## src/rtl/mem_bus_arbiter_if.sv

```systemverilog
// Request/response ports of the fetch and data masters, the shared memory bus,
// and the arbiter status/control lines, bundled for the two-master arbiter.
interface mem_bus_arbiter_if;
  logic [31:0] i_addr;
  logic [31:0] i_data;
  logic        i_we;
  logic        i_start;
  logic [31:0] i_q;
  logic        i_done;
  logic [31:0] d_addr;
  logic [31:0] d_data;
  logic        d_we;
  logic        d_start;
  logic [31:0] d_q;
  logic        d_done;
  logic [31:0] mem_addr;
  logic [31:0] mem_data;
  logic        mem_we;
  logic        mem_start;
  logic [31:0] mem_q;
  logic        mem_done;
  logic        owner;
  logic        busy;
  logic        timeout_err;
  logic        err_clr;

  modport slave (
    input  i_addr, i_data, i_we, i_start,
    output i_q, i_done,
    input  d_addr, d_data, d_we, d_start,
    output d_q, d_done,
    output mem_addr, mem_data, mem_we, mem_start,
    input  mem_q, mem_done,
    output owner, busy, timeout_err,
    input  err_clr
  );

  modport master (
    output i_addr, i_data, i_we, i_start,
    input  i_q, i_done,
    output d_addr, d_data, d_we, d_start,
    input  d_q, d_done,
    input  mem_addr, mem_data, mem_we, mem_start,
    output mem_q, mem_done,
    input  owner, busy, timeout_err,
    output err_clr
  );
endinterface

```

## src/rtl/mem_bus_arbiter.sv

```systemverilog
// Two-master (fetch/data) arbiter for a single memory bus with a watchdog that
// aborts transactions the slave never completes.
module mem_bus_arbiter #(
  parameter bit          DATA_PRIORITY  = 1'b1,
  parameter int unsigned TIMEOUT_CYCLES = 32'd1024
) (
  input  logic             clk,
  input  logic             reset,
  mem_bus_arbiter_if.slave bus
);

  typedef enum logic [1:0] {
    ST_IDLE  = 2'd0,
    ST_ISSUE = 2'd1,
    ST_RESP  = 2'd2
  } state_t;

  localparam logic [15:0] WDOG_LAST = 16'(TIMEOUT_CYCLES - 32'd1);

  state_t      r_state;
  logic        r_rr_data_first;
  logic [15:0] r_wdog;
  logic [31:0] r_mem_addr;
  logic [31:0] r_mem_data;
  logic        r_mem_we;
  logic        r_mem_start;
  logic        r_owner;
  logic        r_busy;
  logic        r_timeout_err;
  logic [31:0] r_i_q;
  logic [31:0] r_d_q;
  logic        r_i_done;
  logic        r_d_done;

  logic        w_any_start;
  logic        w_tie;
  logic        w_grant_data;
  logic        w_timeout;
  logic        w_finish;
  logic [31:0] w_resp_q;

  // Winner selection, watchdog expiry and the value returned to the owner
  always_comb begin
    w_any_start = bus.i_start | bus.d_start;
    w_tie       = bus.i_start & bus.d_start;
    if (w_tie) begin
      w_grant_data = DATA_PRIORITY | r_rr_data_first;
    end else begin
      w_grant_data = bus.d_start;
    end
    w_timeout = (r_state == ST_ISSUE) && !bus.mem_done && (r_wdog == WDOG_LAST);
    w_finish  = (r_state == ST_ISSUE) && (bus.mem_done || w_timeout);
    if (bus.mem_done && !r_mem_we) begin
      w_resp_q = bus.mem_q;
    end else begin
      w_resp_q = 32'h0000_0000;
    end
  end

  // Arbitration FSM with all bus, response and status outputs registered
  always_ff @(posedge clk or negedge reset) begin
    if (!reset) begin
      r_state         <= ST_IDLE;
      r_rr_data_first <= 1'b1;
      r_wdog          <= 16'd0;
      r_mem_addr      <= 32'h0000_0000;
      r_mem_data      <= 32'h0000_0000;
      r_mem_we        <= 1'b0;
      r_mem_start     <= 1'b0;
      r_owner         <= 1'b0;
      r_busy          <= 1'b0;
      r_timeout_err   <= 1'b0;
      r_i_q           <= 32'h0000_0000;
      r_d_q           <= 32'h0000_0000;
      r_i_done        <= 1'b0;
      r_d_done        <= 1'b0;
    end else begin
      r_i_done <= 1'b0;
      r_d_done <= 1'b0;
      // A new abort outranks a simultaneous clear
      if (w_timeout) begin
        r_timeout_err <= 1'b1;
      end else if (bus.err_clr) begin
        r_timeout_err <= 1'b0;
      end else begin
        r_timeout_err <= r_timeout_err;
      end
      case (r_state)
        ST_IDLE: begin
          if (w_any_start) begin
            r_owner <= w_grant_data;
            if (w_grant_data) begin
              r_mem_addr <= bus.d_addr;
              r_mem_data <= bus.d_data;
              r_mem_we   <= bus.d_we;
            end else begin
              r_mem_addr <= bus.i_addr;
              r_mem_data <= bus.i_data;
              r_mem_we   <= bus.i_we;
            end
            if (w_tie && !DATA_PRIORITY) begin
              r_rr_data_first <= ~w_grant_data;
            end else begin
              r_rr_data_first <= r_rr_data_first;
            end
            r_wdog      <= 16'd0;
            r_mem_start <= 1'b1;
            r_busy      <= 1'b1;
            r_state     <= ST_ISSUE;
          end else begin
            r_state <= ST_IDLE;
          end
        end
        ST_ISSUE: begin
          if (w_finish) begin
            if (r_owner) begin
              r_d_q    <= w_resp_q;
              r_d_done <= 1'b1;
            end else begin
              r_i_q    <= w_resp_q;
              r_i_done <= 1'b1;
            end
            r_mem_start <= 1'b0;
            r_state     <= ST_RESP;
          end else begin
            r_wdog  <= r_wdog + 16'd1;
            r_state <= ST_ISSUE;
          end
        end
        ST_RESP: begin
          r_busy  <= 1'b0;
          r_state <= ST_IDLE;
        end
        default: begin
          r_mem_start <= 1'b0;
          r_busy      <= 1'b0;
          r_state     <= ST_IDLE;
        end
      endcase
    end
  end

  assign bus.mem_addr    = r_mem_addr;
  assign bus.mem_data    = r_mem_data;
  assign bus.mem_we      = r_mem_we;
  assign bus.mem_start   = r_mem_start;
  assign bus.owner       = r_owner;
  assign bus.busy        = r_busy;
  assign bus.timeout_err = r_timeout_err;
  assign bus.i_q         = r_i_q;
  assign bus.d_q         = r_d_q;
  assign bus.i_done      = r_i_done;
  assign bus.d_done      = r_d_done;

endmodule

```

## src/flat_wrapper.sv

```systemverilog
// flat-port wrapper written by rule: the top's interface ports become plain ports
module mem_bus_arbiter_flat 
#(
  parameter bit          DATA_PRIORITY  = 1'b1,
  parameter int unsigned TIMEOUT_CYCLES = 32'd1024
)
  (clk, reset, bus_i_addr, bus_i_data, bus_i_we, bus_i_start, bus_i_q, bus_i_done, bus_d_addr, bus_d_data, bus_d_we, bus_d_start, bus_d_q, bus_d_done, bus_mem_addr, bus_mem_data, bus_mem_we, bus_mem_start, bus_mem_q, bus_mem_done, bus_owner, bus_busy, bus_timeout_err, bus_err_clr);
  mem_bus_arbiter_if bus_i ();
  input  logic clk;
  input  logic reset;
  input wire logic [$bits(bus_i.i_addr)-1:0] bus_i_addr;
  input wire logic [$bits(bus_i.i_data)-1:0] bus_i_data;
  input wire logic [$bits(bus_i.i_we)-1:0] bus_i_we;
  input wire logic [$bits(bus_i.i_start)-1:0] bus_i_start;
  output wire logic [$bits(bus_i.i_q)-1:0] bus_i_q;
  output wire logic [$bits(bus_i.i_done)-1:0] bus_i_done;
  input wire logic [$bits(bus_i.d_addr)-1:0] bus_d_addr;
  input wire logic [$bits(bus_i.d_data)-1:0] bus_d_data;
  input wire logic [$bits(bus_i.d_we)-1:0] bus_d_we;
  input wire logic [$bits(bus_i.d_start)-1:0] bus_d_start;
  output wire logic [$bits(bus_i.d_q)-1:0] bus_d_q;
  output wire logic [$bits(bus_i.d_done)-1:0] bus_d_done;
  output wire logic [$bits(bus_i.mem_addr)-1:0] bus_mem_addr;
  output wire logic [$bits(bus_i.mem_data)-1:0] bus_mem_data;
  output wire logic [$bits(bus_i.mem_we)-1:0] bus_mem_we;
  output wire logic [$bits(bus_i.mem_start)-1:0] bus_mem_start;
  input wire logic [$bits(bus_i.mem_q)-1:0] bus_mem_q;
  input wire logic [$bits(bus_i.mem_done)-1:0] bus_mem_done;
  output wire logic [$bits(bus_i.owner)-1:0] bus_owner;
  output wire logic [$bits(bus_i.busy)-1:0] bus_busy;
  output wire logic [$bits(bus_i.timeout_err)-1:0] bus_timeout_err;
  input wire logic [$bits(bus_i.err_clr)-1:0] bus_err_clr;
  assign bus_i.i_addr = bus_i_addr;
  assign bus_i.i_data = bus_i_data;
  assign bus_i.i_we = bus_i_we;
  assign bus_i.i_start = bus_i_start;
  assign bus_i_q = bus_i.i_q;
  assign bus_i_done = bus_i.i_done;
  assign bus_i.d_addr = bus_d_addr;
  assign bus_i.d_data = bus_d_data;
  assign bus_i.d_we = bus_d_we;
  assign bus_i.d_start = bus_d_start;
  assign bus_d_q = bus_i.d_q;
  assign bus_d_done = bus_i.d_done;
  assign bus_mem_addr = bus_i.mem_addr;
  assign bus_mem_data = bus_i.mem_data;
  assign bus_mem_we = bus_i.mem_we;
  assign bus_mem_start = bus_i.mem_start;
  assign bus_i.mem_q = bus_mem_q;
  assign bus_i.mem_done = bus_mem_done;
  assign bus_owner = bus_i.owner;
  assign bus_busy = bus_i.busy;
  assign bus_timeout_err = bus_i.timeout_err;
  assign bus_i.err_clr = bus_err_clr;
  mem_bus_arbiter #(.DATA_PRIORITY(DATA_PRIORITY), .TIMEOUT_CYCLES(TIMEOUT_CYCLES)) u_core (.clk(clk), .reset(reset), .bus(bus_i));
endmodule
```

## config.mk

```make
export PLATFORM = sky130hd
export DESIGN_NAME = mem_bus_arbiter_flat
export DESIGN_NICKNAME = d
export VERILOG_FILES = /design/src/rtl/mem_bus_arbiter_if.sv /design/src/rtl/mem_bus_arbiter.sv /design/src/flat_wrapper.sv
export SDC_FILE = /design/constraint.sdc
export NUM_CORES = 1
export LEC_CHECK = 0
export BUFFER_PORTS_ARGS = -buffer_cell sky130_fd_sc_hd__buf_4
export CORE_UTILIZATION = 52
export DETAILED_ROUTE_END_ITERATION = 8
export PLACE_DENSITY_LB_ADDON = 0.2
export SYNTH_ARGS = -nofsm -noshare
export SYNTH_HDL_FRONTEND = slang
export SYNTH_SLANG_ARGS = --single-unit
```

## constraint.sdc

```tcl
create_clock -name clk -period 3.9 [get_ports clk]
set_clock_uncertainty 0.2 [all_clocks]
set_input_delay 0.78 -clock clk [delete_from_list [all_inputs] [get_ports clk]]
set_output_delay 0.78 -clock clk [all_outputs]
set_load 0.05 [all_outputs]
```

==> results.md, run 1 <==
- Outcome: complete, no violations
- Seq/Total Area, Yosys: approximately half
- Clock latency on the worst-skew pair: 0.41 ns
- Combinational power share: 53.5%
- Pwr dens: roughly 960 nW/um^2
- Vias post-DR: between 6000 and 7000
- Final Max Tran Viols: 0
- First drt pass iteration count: 8
- Switching share of power: ~48%
- Power Total: 10.0 mW
- Share of synthesized area spent on multiplexers: ~9%
- Switching pwr: ~4.8 mW
- Post CTS Setup Buffer Count: 0
- Layout cells sized above 1: 35.4%
- Overflow after GRT: 0
- Standard-cell rows: 43
- Slew margin rel.: about a quarter
- H-tree levels: 4
- Root Buffer: clkbuf_16
- DR iter-0 viols: approximately 390
- Syn_nets: between 800 and 900
- Syn Area/Cell: approximately 10 sq um
- Hold Buf Count CTS: 0
- Routed Antenna Nets: 0
- Clock power frac: between 10% and 20%
- Vias per cell: roughly 5.5
- Peak Freq: 332 MHz
- Synthesized cell area: 7400 sq um
- Max-cap violation count: 0
- Hold Slack: approximately 0.15 ns
- Layout Cells excl Fill: around 1200
- Largest family of logic cells by synthesized area: compound AO/OA/AOI/OAI gates
- Sequential Power Share: between 20% and 30%
- Fin. Hold Viols: 0
- Number of CTS-inserted buffers: 17
- Worst EP arrival: between 3 and 4 ns
- Pleak: around 5.3 nW
- Peak VDD IR: approximately 0.00073 V
- I/O Pins: 303
- Starting density of the core: around 53%
- Yosys cell types: 52
- Worst-Margin Slew: roughly 1.1 ns
- Ys flop type: dfrtp_1
- CTS tree: yes
- Hold WC Path Type: primary input to asynchronous set/reset pin
- Die area: 14700 sq um
- Die X: 121 um
- DRC: 0
- Global-route wire length before repair: roughly 32000 um
- RSZ-0062 raised after global routing: no
- Post-synthesis adder-cell area fraction: less than 1%
- Largest net degree at the start of global routing: roughly 130
- Setup violators final: 0
- Bufs on Longest Clock Path: 2
- Synth warnings: 0
- Worst Setup Path Type: flip-flop to flip-flop
- Final WL: roughly 21000 um
- Dpl cells: roughly 1100
- Xor/xnor share of the synthesized area: 0%
- Asr flop ratio synth: 100%
- Vias in the first global route: 6151
- Worst setup SP type: flip-flop
- TNS Setup: 0 ns
- Int Pwr: 5.22 mW
- Most frequent cells in the layout: 308 x buf_4, 153 x dfrtp_1, 132 x a21oi_1, 77 x nor2_1, 69 x and3_1
- Number of synthesized flops with an enable pin: 0
- Detailed Place HPWL: about 14000 um
- IO Port Bufs: roughly 300
- Fin crit period: about 3 ns
- # diodes: 0
- Filler cells: 984
- Worst Path Max Fanout: 36
- Post-synthesis cell count: 707
- Nets@finish: 1150
- Complex-gate fraction of the synthesized area: a little over a fifth
- CP Capture Type: flip-flop
- Antenna violations before repair: 0
- Seq cells post-synth: 153
- All-layer global routing usage: 28.7%
- Per-cell routed wire length: between 15 and 20 um
- Tcrit/Tclk final: between 70% and 80%
- Simple-Gate Fraction of Synth Area: 13.3%
- Sink Count: around 150
- GPL Wtd Cong: 0.885
- Commonest non-fill, non-tap cell in the layout: buf_4
- Die Ht: 121 um
- Layout area overhead: 40.6%
- Area of the core: 13900 sq um
- Reg clk slew, reported paths: around 0.060 ns
- Cts repair resizes: 0
- Critical Path RT: 4.05 ns
-- power groups by stage --
stage / Clock, mW / Sequential (mW) / Combinational [mW]
final: 1.81 / 2.84 / 5.35
after global routing: 1.90 / 2.93 / 5.62
after CTS: 1.83 / 2.83 / 5.37
after detailed placement: 0 / 2.82 / 5.38
after global placement: 0 / 2.82 / 5.28
after floorplan: 0 / 5.10 / 1.35
-- synthesized netlist by cell type (3+ instances only) --
cell	n	area, sq um
dfrtp_1	153	3830
a21oi_1	132	661
nor2_1	77	289
and3_1	69	432
mux2i_1	65	651
a21bo_1	64	641
clkbuf_1	31	116
buf_2	17	85.1
inv_1	8	30.0
nand2_1	8	30.0
nor4_1	7	43.8
nand4_1	6	37.5
a211o_1	5	43.8
buf_1	4	15.0
nand3_1	4	20.0
a211oi_1	3	22.5
and2_1	3	18.8
buf_6	3	33.8
nor2b_1	3	18.8
o211a_1	3	30.0
o21ai_1	3	15.0
-- per-stage QoR --
step	utilization (%)	instance area (sq um)	worst slack [ns]
after floorplan	-	7400	1.66
after global placement	70.2	9750	1.02
after detailed placement	70.2	9750	0.916
after CTS	75.0	10400	0.902
after global routing	75.0	10400	0.663
final	75.0	10400	0.887
-- worst max-delay path, stage by stage, from the launching register on --
cell	delay [ns]
dfrtp_1	0.42
ha_1	0.25
and3_1	0.27
and3_1	0.33
a21oi_4	0.79
buf_4	0.47
a21bo_1	0.17
-- registers in the layout (all words and copies together), names as in the netlist --
signal                  cells
u_core.bus.d_done           1
u_core.r_state              2
u_core.bus.i_q             32
u_core.bus.mem_we           1
u_core.bus.mem_addr        32
u_core.bus.i_done           1
u_core.bus.owner            1
u_core.bus.timeout_err      1
u_core.bus.busy             1
u_core.bus.mem_start        1
u_core.bus.d_q             32
u_core.bus.mem_data        32
u_core.r_wdog              16
-- worst paths after layout --
path / startpoint / endpoint / slack, ns / cells past startpoint
max: u_core.r_wdog[0]$_DFFE_PN0P_ / u_core.bus.i_q[25]$_DFFE_PN0P_ / 0.89 / 6
min: reset / u_core.bus.i_q[3]$_DFFE_PN0P_ / 0.15 / 1
max reg2reg: u_core.r_wdog[0]$_DFFE_PN0P_ / u_core.bus.i_q[25]$_DFFE_PN0P_ / 0.89 / 6
min reg2reg: u_core.bus.busy$_DFFE_PN0P_ / u_core.bus.busy$_DFFE_PN0P_ / 0.30 / 2
max in group asynchronous: reset / u_core.bus.d_q[28]$_DFFE_PN0P_ / 2.45 / 2
min in group clk: u_core.bus.busy$_DFFE_PN0P_ / u_core.bus.busy$_DFFE_PN0P_ / 0.30 / 2
-- cells by family (layout without fill, tap and decap cells) --
logic type / count (synthesis) / after routing
mux: 66 / 66
flops: 153 / 153
fa+ha+maj: 1 / 1
compound gates: 232 / 232
simple gates: 190 / 190
buf+inv: 65 / 351
-- per-layer routing --
metal / GRT usage [%] / vias to the layer above / part of all wire (%)
li1: - / 3098 / -
met5: 0 / - / 0
met4: 6.87 / 0 / 0.86
met1: 36.7 / 3119 / 40
met3: 8.83 / 18 / 7.2
met2: 47.3 / 234 / 51
-- area by class of cell --
| type | instances | area [sq um] | area share [%] |
|---|---|---|---|
| tap | 180 | 225 | 2.16 |
| inverter | 9 | 36.3 | 0.349 |
| timing repair buffer | 311 | 2360 | 22.7 |
| clock inverter | 8 | 165 | 1.59 |
| multi-input combinational | 489 | 3300 | 31.7 |
| clock buffer | 23 | 488 | 4.69 |
| sequential | 153 | 3830 | 36.8 |
Power figures use the tool's default switching activity.
==> run 2: changes to the inputs <==
- ABC_AREA: unset -> 1
- CORE_UTILIZATION: 52 -> 48
- clock period: 3.9 -> 2.78 ns (I/O delays scaled with it)
==> run 2 against run 1 <==
  * Worst setup slack worse by 0.36 ns
  * Final area is 3.4% lower
  * Power is 36% higher
  * First-iteration DRC count is 19% higher
  * Die area is 3.0% higher
  * Routed wire length is 0.39% higher
==> results.md, run 2 <==
- Largest net degree at the start of global routing: 63 (-52%)
- Ys flop type: dfrtp_1
- Seq cells post-synth: 153 (unchanged)
- Post-synth top area share: 54.4% (+2.7 points)
- Worst path cell trace: ha_1 -> nand3_1 -> nor2_2 -> nand2_2 -> a21oi_4 -> buf_4 -> nand3_1 -> nand2_1
- # diodes: 0 (unchanged)
- WHS Endpoint: u_core.bus.timeout_err$_DFFE_PN0P_
- Slew margin rel.: 54.3% (+28 points)
- Synth warnings: 0 (unchanged)
- Worst Path Buf+Inv: 1 (unchanged)
- Final WL: 20800 um (+0.39%)
- Complex-gate fraction of the synthesized area: 6.91% (-15 points)
- Footprint of the multi-input gates: 2730 sq um (-17%)
- Post-synthesis adder-cell area fraction: 0.178% (+0.0087 points)
- Slowest stage delay, CP: 0.44 ns (-0.35 ns)
- All-layer global routing usage: 28.6% (about the same)
- Hold Slack: 0.159 ns (+0.00456 ns)
- Worst r2r src: u_core.r_wdog[1]$_DFFE_PN0P_
- Setup violators final: 0 (unchanged)
- Worst-Margin Slew: 0.685 ns (-0.416 ns)
- Cells taking the most area after synthesis: dfrtp_1 54%, nand2_1 18%, nor2_1 7.1%
- Reg clk slew, reported paths: 0.06 ns (about the same)
- Number of synthesized flops with an enable pin: 0 (unchanged)
- Sink Count: 153 (unchanged)
- I/O Pins: 303 (unchanged)
- Outcome: complete, no violations
- Routed Antenna Nets: 0 (unchanged)
- Pwr dens: 1350 nW/um^2 (+41%)
- Post-synth top cells: 339 x nand2_1, 153 x dfrtp_1, 133 x nor2_1, 72 x nand3_1, 65 x a31oi_1
- Tcrit/Tclk final: 81.2% (+3.9 points)
- Die Ht: 123 um (+1.5%)
- Worst EP arrival: 2.41 ns (-0.76 ns)
- Most frequent cell after synthesis: nand2_1
- TNS Setup: 0 ns (unchanged)
- Layout area overhead: 42.8%
- Yosys cell types: 28 (-46%)
- Seq/Total Area, Yosys: 54.4% (+2.7 points)
- Syn_nets: 1071 (+22%)
- Starting density of the core: 49.9% (-3.4 points)
- Filler cells: 1152 (+17%)
- Worst Setup Path Type: flip-flop to flip-flop
- Vias in the first global route: 6543 (+6.4%)
- Vias post-DR: 6887 (+6.5%)
- Cts repair resizes: 0 (unchanged)
- Critical path's slowest cell: buf_4
- R2R cell count: 8 (+2)
- Final Max Tran Viols: 0 (unchanged)
- Peak Freq: 443 MHz (+33%)
- Global-route wire length before repair: 32900 um (+1.8%)
- Hold WC Path Type: primary input to flip-flop
- Crit path top cell by count: nand3_1
- Bufs on Longest Clock Path: 2 (unchanged)
- Root Buffer: clkbuf_16
- Worst R2R Setup Slack: 0.52 ns (-0.36 ns)
- Worst Path Max Fanout: 49 (+36%)
- Reg2Reg Capture Point: u_core.bus.i_q[31]$_DFFE_PN0P_
- Clock latency on the worst-skew pair: 0.42 ns (about the same)
- Hold_sp: bus_err_clr
- Pleak: 5.40 nW (+2.6%)
- Layout cells sized above 1: 29.8% (-5.6 points)
- Peak VDD IR: 0.000667 V (-8.1%)
- Largest family of logic cells by synthesized area: simple AND/OR/NAND/NOR gates
- Top delay family on crit path: simple AND/OR/NAND/NOR gates
- Max-cap violation count: 0 (unchanged)
- Xor/xnor share of the synthesized area: 0.498% (+0.50 points)
- Synthesized cell area: 7040 sq um (-4.9%)
- Standard-cell rows: 43 (unchanged)
- Number of CTS-inserted buffers: 17 (unchanged)
- Share of synthesized area spent on multiplexers: 0.142% (-8.8 points)
- CTS tree: yes
- Die area: 15200 sq um (+3.0%)
- Detailed Place HPWL: 15100 um (+5.1%)
- Per-cell routed wire length: 15.1 um (-14%)
- GPL Wtd Cong: 0.846 (-4.3%)
- Syn Area/Cell: 7.80 sq um (-25%)
- Area leader, netlist: dfrtp_1
- Antenna violations before repair: 0 (unchanged)
- Worst setup SP type: flip-flop
- RSZ-0062 raised after global routing: no
- FF+latch area: 3830 sq um (unchanged)
- Fin crit period: 2.26 ns (-0.756 ns)
- Asr flop ratio synth: 100% (unchanged)
- Overflow after GRT: 0 (unchanged)
- H-tree levels: 4 (unchanged)
- Simple-Gate Fraction of Synth Area: 31.0% (+18 points)
- Die X: 123 um (+1.5%)
- Critical Path RT: 2.94 ns (-1.11 ns)
- Fin. Hold Viols: 0 (unchanged)
- Nets@finish: 1353 (+18%)
- DRC: 0 (unchanged)
- Post-synthesis cell count: 902 (+28%)
- DR iter-0 viols: 461 (+19%)
- First drt pass iteration count: 5 (-3)
- Most frequent cells in the layout: 339 x nand2_1, 312 x buf_4, 153 x dfrtp_1, 133 x nor2_1, 72 x nand3_1
- Area of the core: 14100 sq um (+1.6%)
- Commonest non-fill, non-tap cell in the layout: nand2_1
- CP Capture Type: flip-flop
- Hold depth: 2
- Vias per cell: 5.00 (-9.3%)
- IO Port Bufs: 302 (unchanged)
## run 2: cell types whose count changed after synthesis, sizes merged, moves of 5 or more
| cell | delta |
|---|---|
| a211o | -5 |
| and3 | -69 |
| a31oi | +63 |
| nor4 | -7 |
| nor2 | +56 |
| nand4 | -6 |
| a21oi | -132 |
| mux2i | -64 |
| nand3 | +68 |
| a21bo | -64 |
| inv | +47 |
| nand2 | +332 |
## run 2: per-stage QoR
stage | cells | instance area [sq um] | setup WS [ns] | total power, mW | utilization [%]
2_1_floorplan | 902 | 7040 | 0.953 | 8.85 | -
3_3_place_gp | 1344 | 9450 | 0.646 | 11.3 | 67.1
3_5_place_dp | 1344 | 9450 | 0.558 | 11.4 | 67.1
4_1_cts | 1377 | 10100 | 0.526 | 13.7 | 71.3
5_1_grt | 1377 | 10100 | 0.329 | 14.3 | 71.3
6_report | 1377 | 10100 | 0.523 | 13.6 | 71.3
## run 2: power breakdown
| group | total, mW | switching (mW) | internal (mW) |
|---|---|---|---|
| sequential | 3.81 | 0.579 | 3.23 |
| combinational | 7.51 | 5.42 | 2.08 |
| clock | 2.30 | 0.912 | 1.39 |
| total | 13.6 | 6.92 | 6.70 |
## run 2: routing by layer
layer,GRT usage (%),vias up,part of all wire [%]
met3,9.18,55,8.6
li1,-,3412,-
met1,32.9,3163,37
met2,48.1,257,50
met4,14.4,0,4.5
met5,0,-,0
## run 2: area by class of cell
| class | count | area share (%) |
|---|---|---|
| timing repair buffer | 319 | 24.5 |
| clock inverter | 11 | 1.19 |
| multi-input combinational | 635 | 27.1 |
| tap | 180 | 2.24 |
| sequential | 153 | 38.1 |
| clock buffer | 21 | 4.68 |
| inverter | 58 | 2.20 |
## run 2: worst max path at each step
stage | start | endpoint | slack, ns | cells after the start
2_1_floorplan | u_core.r_wdog[1]$_DFFE_PN0P_ | u_core.bus.d_q[10]$_DFFE_PN0P_ | 0.95 | 9
3_3_place_gp | u_core.r_wdog[1]$_DFFE_PN0P_ | u_core.bus.i_q[25]$_DFFE_PN0P_ | 0.65 | 8
3_5_place_dp | u_core.r_wdog[1]$_DFFE_PN0P_ | u_core.bus.i_q[26]$_DFFE_PN0P_ | 0.56 | 8
4_1_cts | u_core.r_wdog[1]$_DFFE_PN0P_ | u_core.bus.i_q[31]$_DFFE_PN0P_ | 0.53 | 8
5_1_grt | u_core.r_wdog[1]$_DFFE_PN0P_ | u_core.bus.i_q[30]$_DFFE_PN0P_ | 0.33 | 8
6_report | u_core.r_wdog[1]$_DFFE_PN0P_ | u_core.bus.i_q[31]$_DFFE_PN0P_ | 0.52 | 8
## run 2: logic make-up after synthesis
| group | Yosys count |
|---|---|
| compound gates | 77 |
| xor+xnor | 4 |
| mux | 1 |
| flops | 153 |
| fa+ha+maj | 1 |
| buf+inv | 114 |
| simple gates | 552 |
## run 2: repair_timing
action,in CTS,in global routing
setup endpoints to repair,0,0
endpoints found under the hold margin,58,0
hold buffers,1,0
buffers inserted,0,0
==> run 3: changes to the inputs <==
- CORE_UTILIZATION: 48 -> 43
- clock period: 2.78 -> 1.94 ns (I/O delays scaled with it)
==> run 3 against run 2 <==
  * Worst setup slack worse by 0.47 ns
  * First-iteration DRC count down 20%
  * Die area up 11%
  * Global-route usage down 2.6 points
  * Critical endpoint is now bus_owner
  * Largest cell class unchanged
==> results.md, run 3 (synthesis results as in run 2) <==
- Final WL: 21700 um (+4.5%)
- Commonest non-fill, non-tap cell in the layout: nand2_1
- Bufs on Longest Clock Path: 2 (unchanged)
- WHS Endpoint: u_core.bus.mem_addr[19]$_DFFE_PN0P_
- Worst EP arrival: 1.29 ns (-1.12 ns)
- Layout cells sized above 1: 32.1% (+2.3 points)
- Sink Count: 153 (unchanged)
- Layout area overhead: 49.0%
- Max-cap violation count: 0 (unchanged)
- Peak Freq: between 500 and 600 MHz
- Layout Cells excl Fill: 1445 (+4.9%)
- TNS Setup: 0 ns (unchanged)
- Critical path's slowest cell: dfrtp_1
- Slew margin rel.: 71.1% (+17 points)
- R2R cell count: 10 (+2)
- Hold depth: 3 (+1)
- Worst Path Max Fanout: 17 (-65%)
- Slowest stage delay, CP: 0.38 ns (-0.06 ns)
- All-layer global routing usage: 26.0% (-2.6 points)
- # diodes: 0 (unchanged)
- Pre-CTS setup slack: 0.00632 ns (-0.552 ns)
- Hold Slack: 0.0256 ns (-0.133 ns)
- Final instance area: 10500 sq um (+4.3%)
- Worst r2r src: u_core.r_wdog[1]$_DFFE_PN0P_
- Most frequent cells in the layout: 337 x nand2_1, 334 x buf_4, 153 x dfrtp_1, 132 x nor2_1, 70 x nand3_1
- Vias per cell: 4.84 (-3.3%)
- Antenna violations before repair: 0 (unchanged)
- I/O Pins: 303 (unchanged)
- Critical Path RT: 1.35 ns (-1.59 ns)
- Util after Layout: 65.8% (-5.5 points)
- Vias post-DR: 6989 (+1.5%)
- Fin. Hold Viols: 0 (unchanged)
- H-tree levels: 4 (unchanged)
- Die X: 130 um (+5.6%)
- RSZ-0062 raised after global routing: no
- Standard-cell rows: 46 (+7.0%)
- Global-route wire length before repair: 33300 um (+1.3%)
- Power Total: 19.8 mW (+46%)
- GPL Wtd Cong: 0.860 (+1.6%)
- Die Ht: 130 um (+5.6%)
- Nets@finish: 1386 (+2.4%)
- First drt pass iteration count: 5 (unchanged)
- Detailed Place HPWL: 15300 um (+1.2%)
- Largest net degree at the start of global routing: 50 (-21%)
- Number of CTS-inserted buffers: 17 (unchanged)
- Worst R2R Setup Slack: 0.12 ns (-0.40 ns)
- Peak VDD IR: 0.00106 V (+59%)
- Overflow after GRT: 0 (unchanged)
- Crit path top cell by count: buf_4
- Reg clk slew, reported paths: 0.06 ns (about the same)
- CP Capture Type: primary output
- Worst path cell trace: buf_4 -> buf_4
- Clock latency on the worst-skew pair: 0.42 ns (about the same)
- Pleak: 5.60 nW (+3.7%)
- Per-cell routed wire length: 15.0 um (-0.44%)
- Starting density of the core: 44.2% (-5.8 points)
- Area of the core: 15900 sq um (+13%)
- CTS tree: yes
- Final Max Tran Viols: 0 (unchanged)
- Hold WC Path Type: primary input to flip-flop
- Die area: 16900 sq um (+11%)
- Outcome: complete, no violations
- Vias in the first global route: 6532 (-0.17%)
- Pwr dens: 1890 nW/um^2 (+40%)
- Tcrit/Tclk final: between 90% and 100%
- Hold_sp: bus_i_addr[19]
- DRC: 0 (unchanged)
- Worst Setup Path Type: flip-flop to primary output
- Setup WS post-layout: 0.0579 ns (-0.465 ns)
- DR iter-0 viols: 369 (-20%)
- Reg2Reg Capture Point: u_core.r_wdog[5]$_DFFE_PN0P_
- Dpl cells: 1399 (+4.1%)
- Setup violators final: 0 (unchanged)
- Root Buffer: clkbuf_16
- Worst setup SP type: flip-flop
- IO Port Bufs: 302 (unchanged)
- Placed cell area: 9700 sq um (+2.6%)
- Fin crit period: 1.88 ns
- Worst-Margin Slew: 0.430 ns (-0.256 ns)
- Routed Antenna Nets: 0 (unchanged)
[run 3: changes by cell type in the layout (fill, tap and decap cells not counted), moves of 2 or more]
cell,before,now
nor2_4,0,2
nand2_1,339,337
buf_4,312,334
nand3_1,72,70
clkinvlp_4,3,5
buf_6,1,3
buf_12,5,11
[run 3: power breakdown]
part	internal (mW)	switching (mW)	total [mW]
logic	3.29	7.90	11.2
registers	4.62	0.854	5.48
clock network	1.81	1.34	3.15
total	9.73	10.1	19.8
[run 3: routing by layer]
layer	GRT usage, %	vias to the layer above	routed length, um
met4	12.3	0	725
met1	31.0	3205	8800
met5	0	-	0
met2	44.1	262	10800
met3	6.68	36	1420
li1	-	3486	-
[run 3: cell type report]
cell class | instances | area, sq um
Fill cell | 1419 | 5460
Tap cell | 216 | 270
Timing Repair Buffer | 352 | 2830
Sequential cell | 153 | 3830
Clock inverter | 12 | 101
Clock buffer | 19 | 453
Multi-Input combinational cell | 635 | 2780
Inverter | 58 | 223
[run 3: worst max-delay path by stage]
stage	cells after the start	start	end	slack, ns
6_report	2	u_core.bus.owner$_DFFE_PN0P_	bus_owner	0.06
5_1_grt	7	u_core.r_wdog[0]$_DFFE_PN0P_	u_core.r_wdog[6]$_DFFE_PN0P_	0.002
4_1_cts	9	u_core.r_wdog[0]$_DFFE_PN0P_	u_core.bus.i_q[21]$_DFFE_PN0P_	0.005
3_5_place_dp	9	u_core.r_wdog[1]$_DFFE_PN0P_	u_core.bus.i_q[9]$_DFFE_PN0P_	0.006
3_3_place_gp	8	u_core.r_wdog[1]$_DFFE_PN0P_	u_core.bus.d_q[4]$_DFFE_PN0P_	0.08
2_1_floorplan	9	u_core.r_wdog[1]$_DFFE_PN0P_	u_core.bus.d_q[10]$_DFFE_PN0P_	0.11
[run 3: repair_timing]
action | 4_1_cts | 5_1_grt
buffers inserted | 8 | 4
pin swaps | 2 | 5
hold buffers | 2 | 0
endpoints found under the hold margin | 37 | 0
endpoints found under the setup margin | 64 | 73
gates resized for setup | 7 | 9
gates cloned | 2 | 1
[run 3: critical path: cells and delay by family, from the launching register on]
family	cells	cell delay [ns]
buf+inv	2	0.49
flops	1	0.38
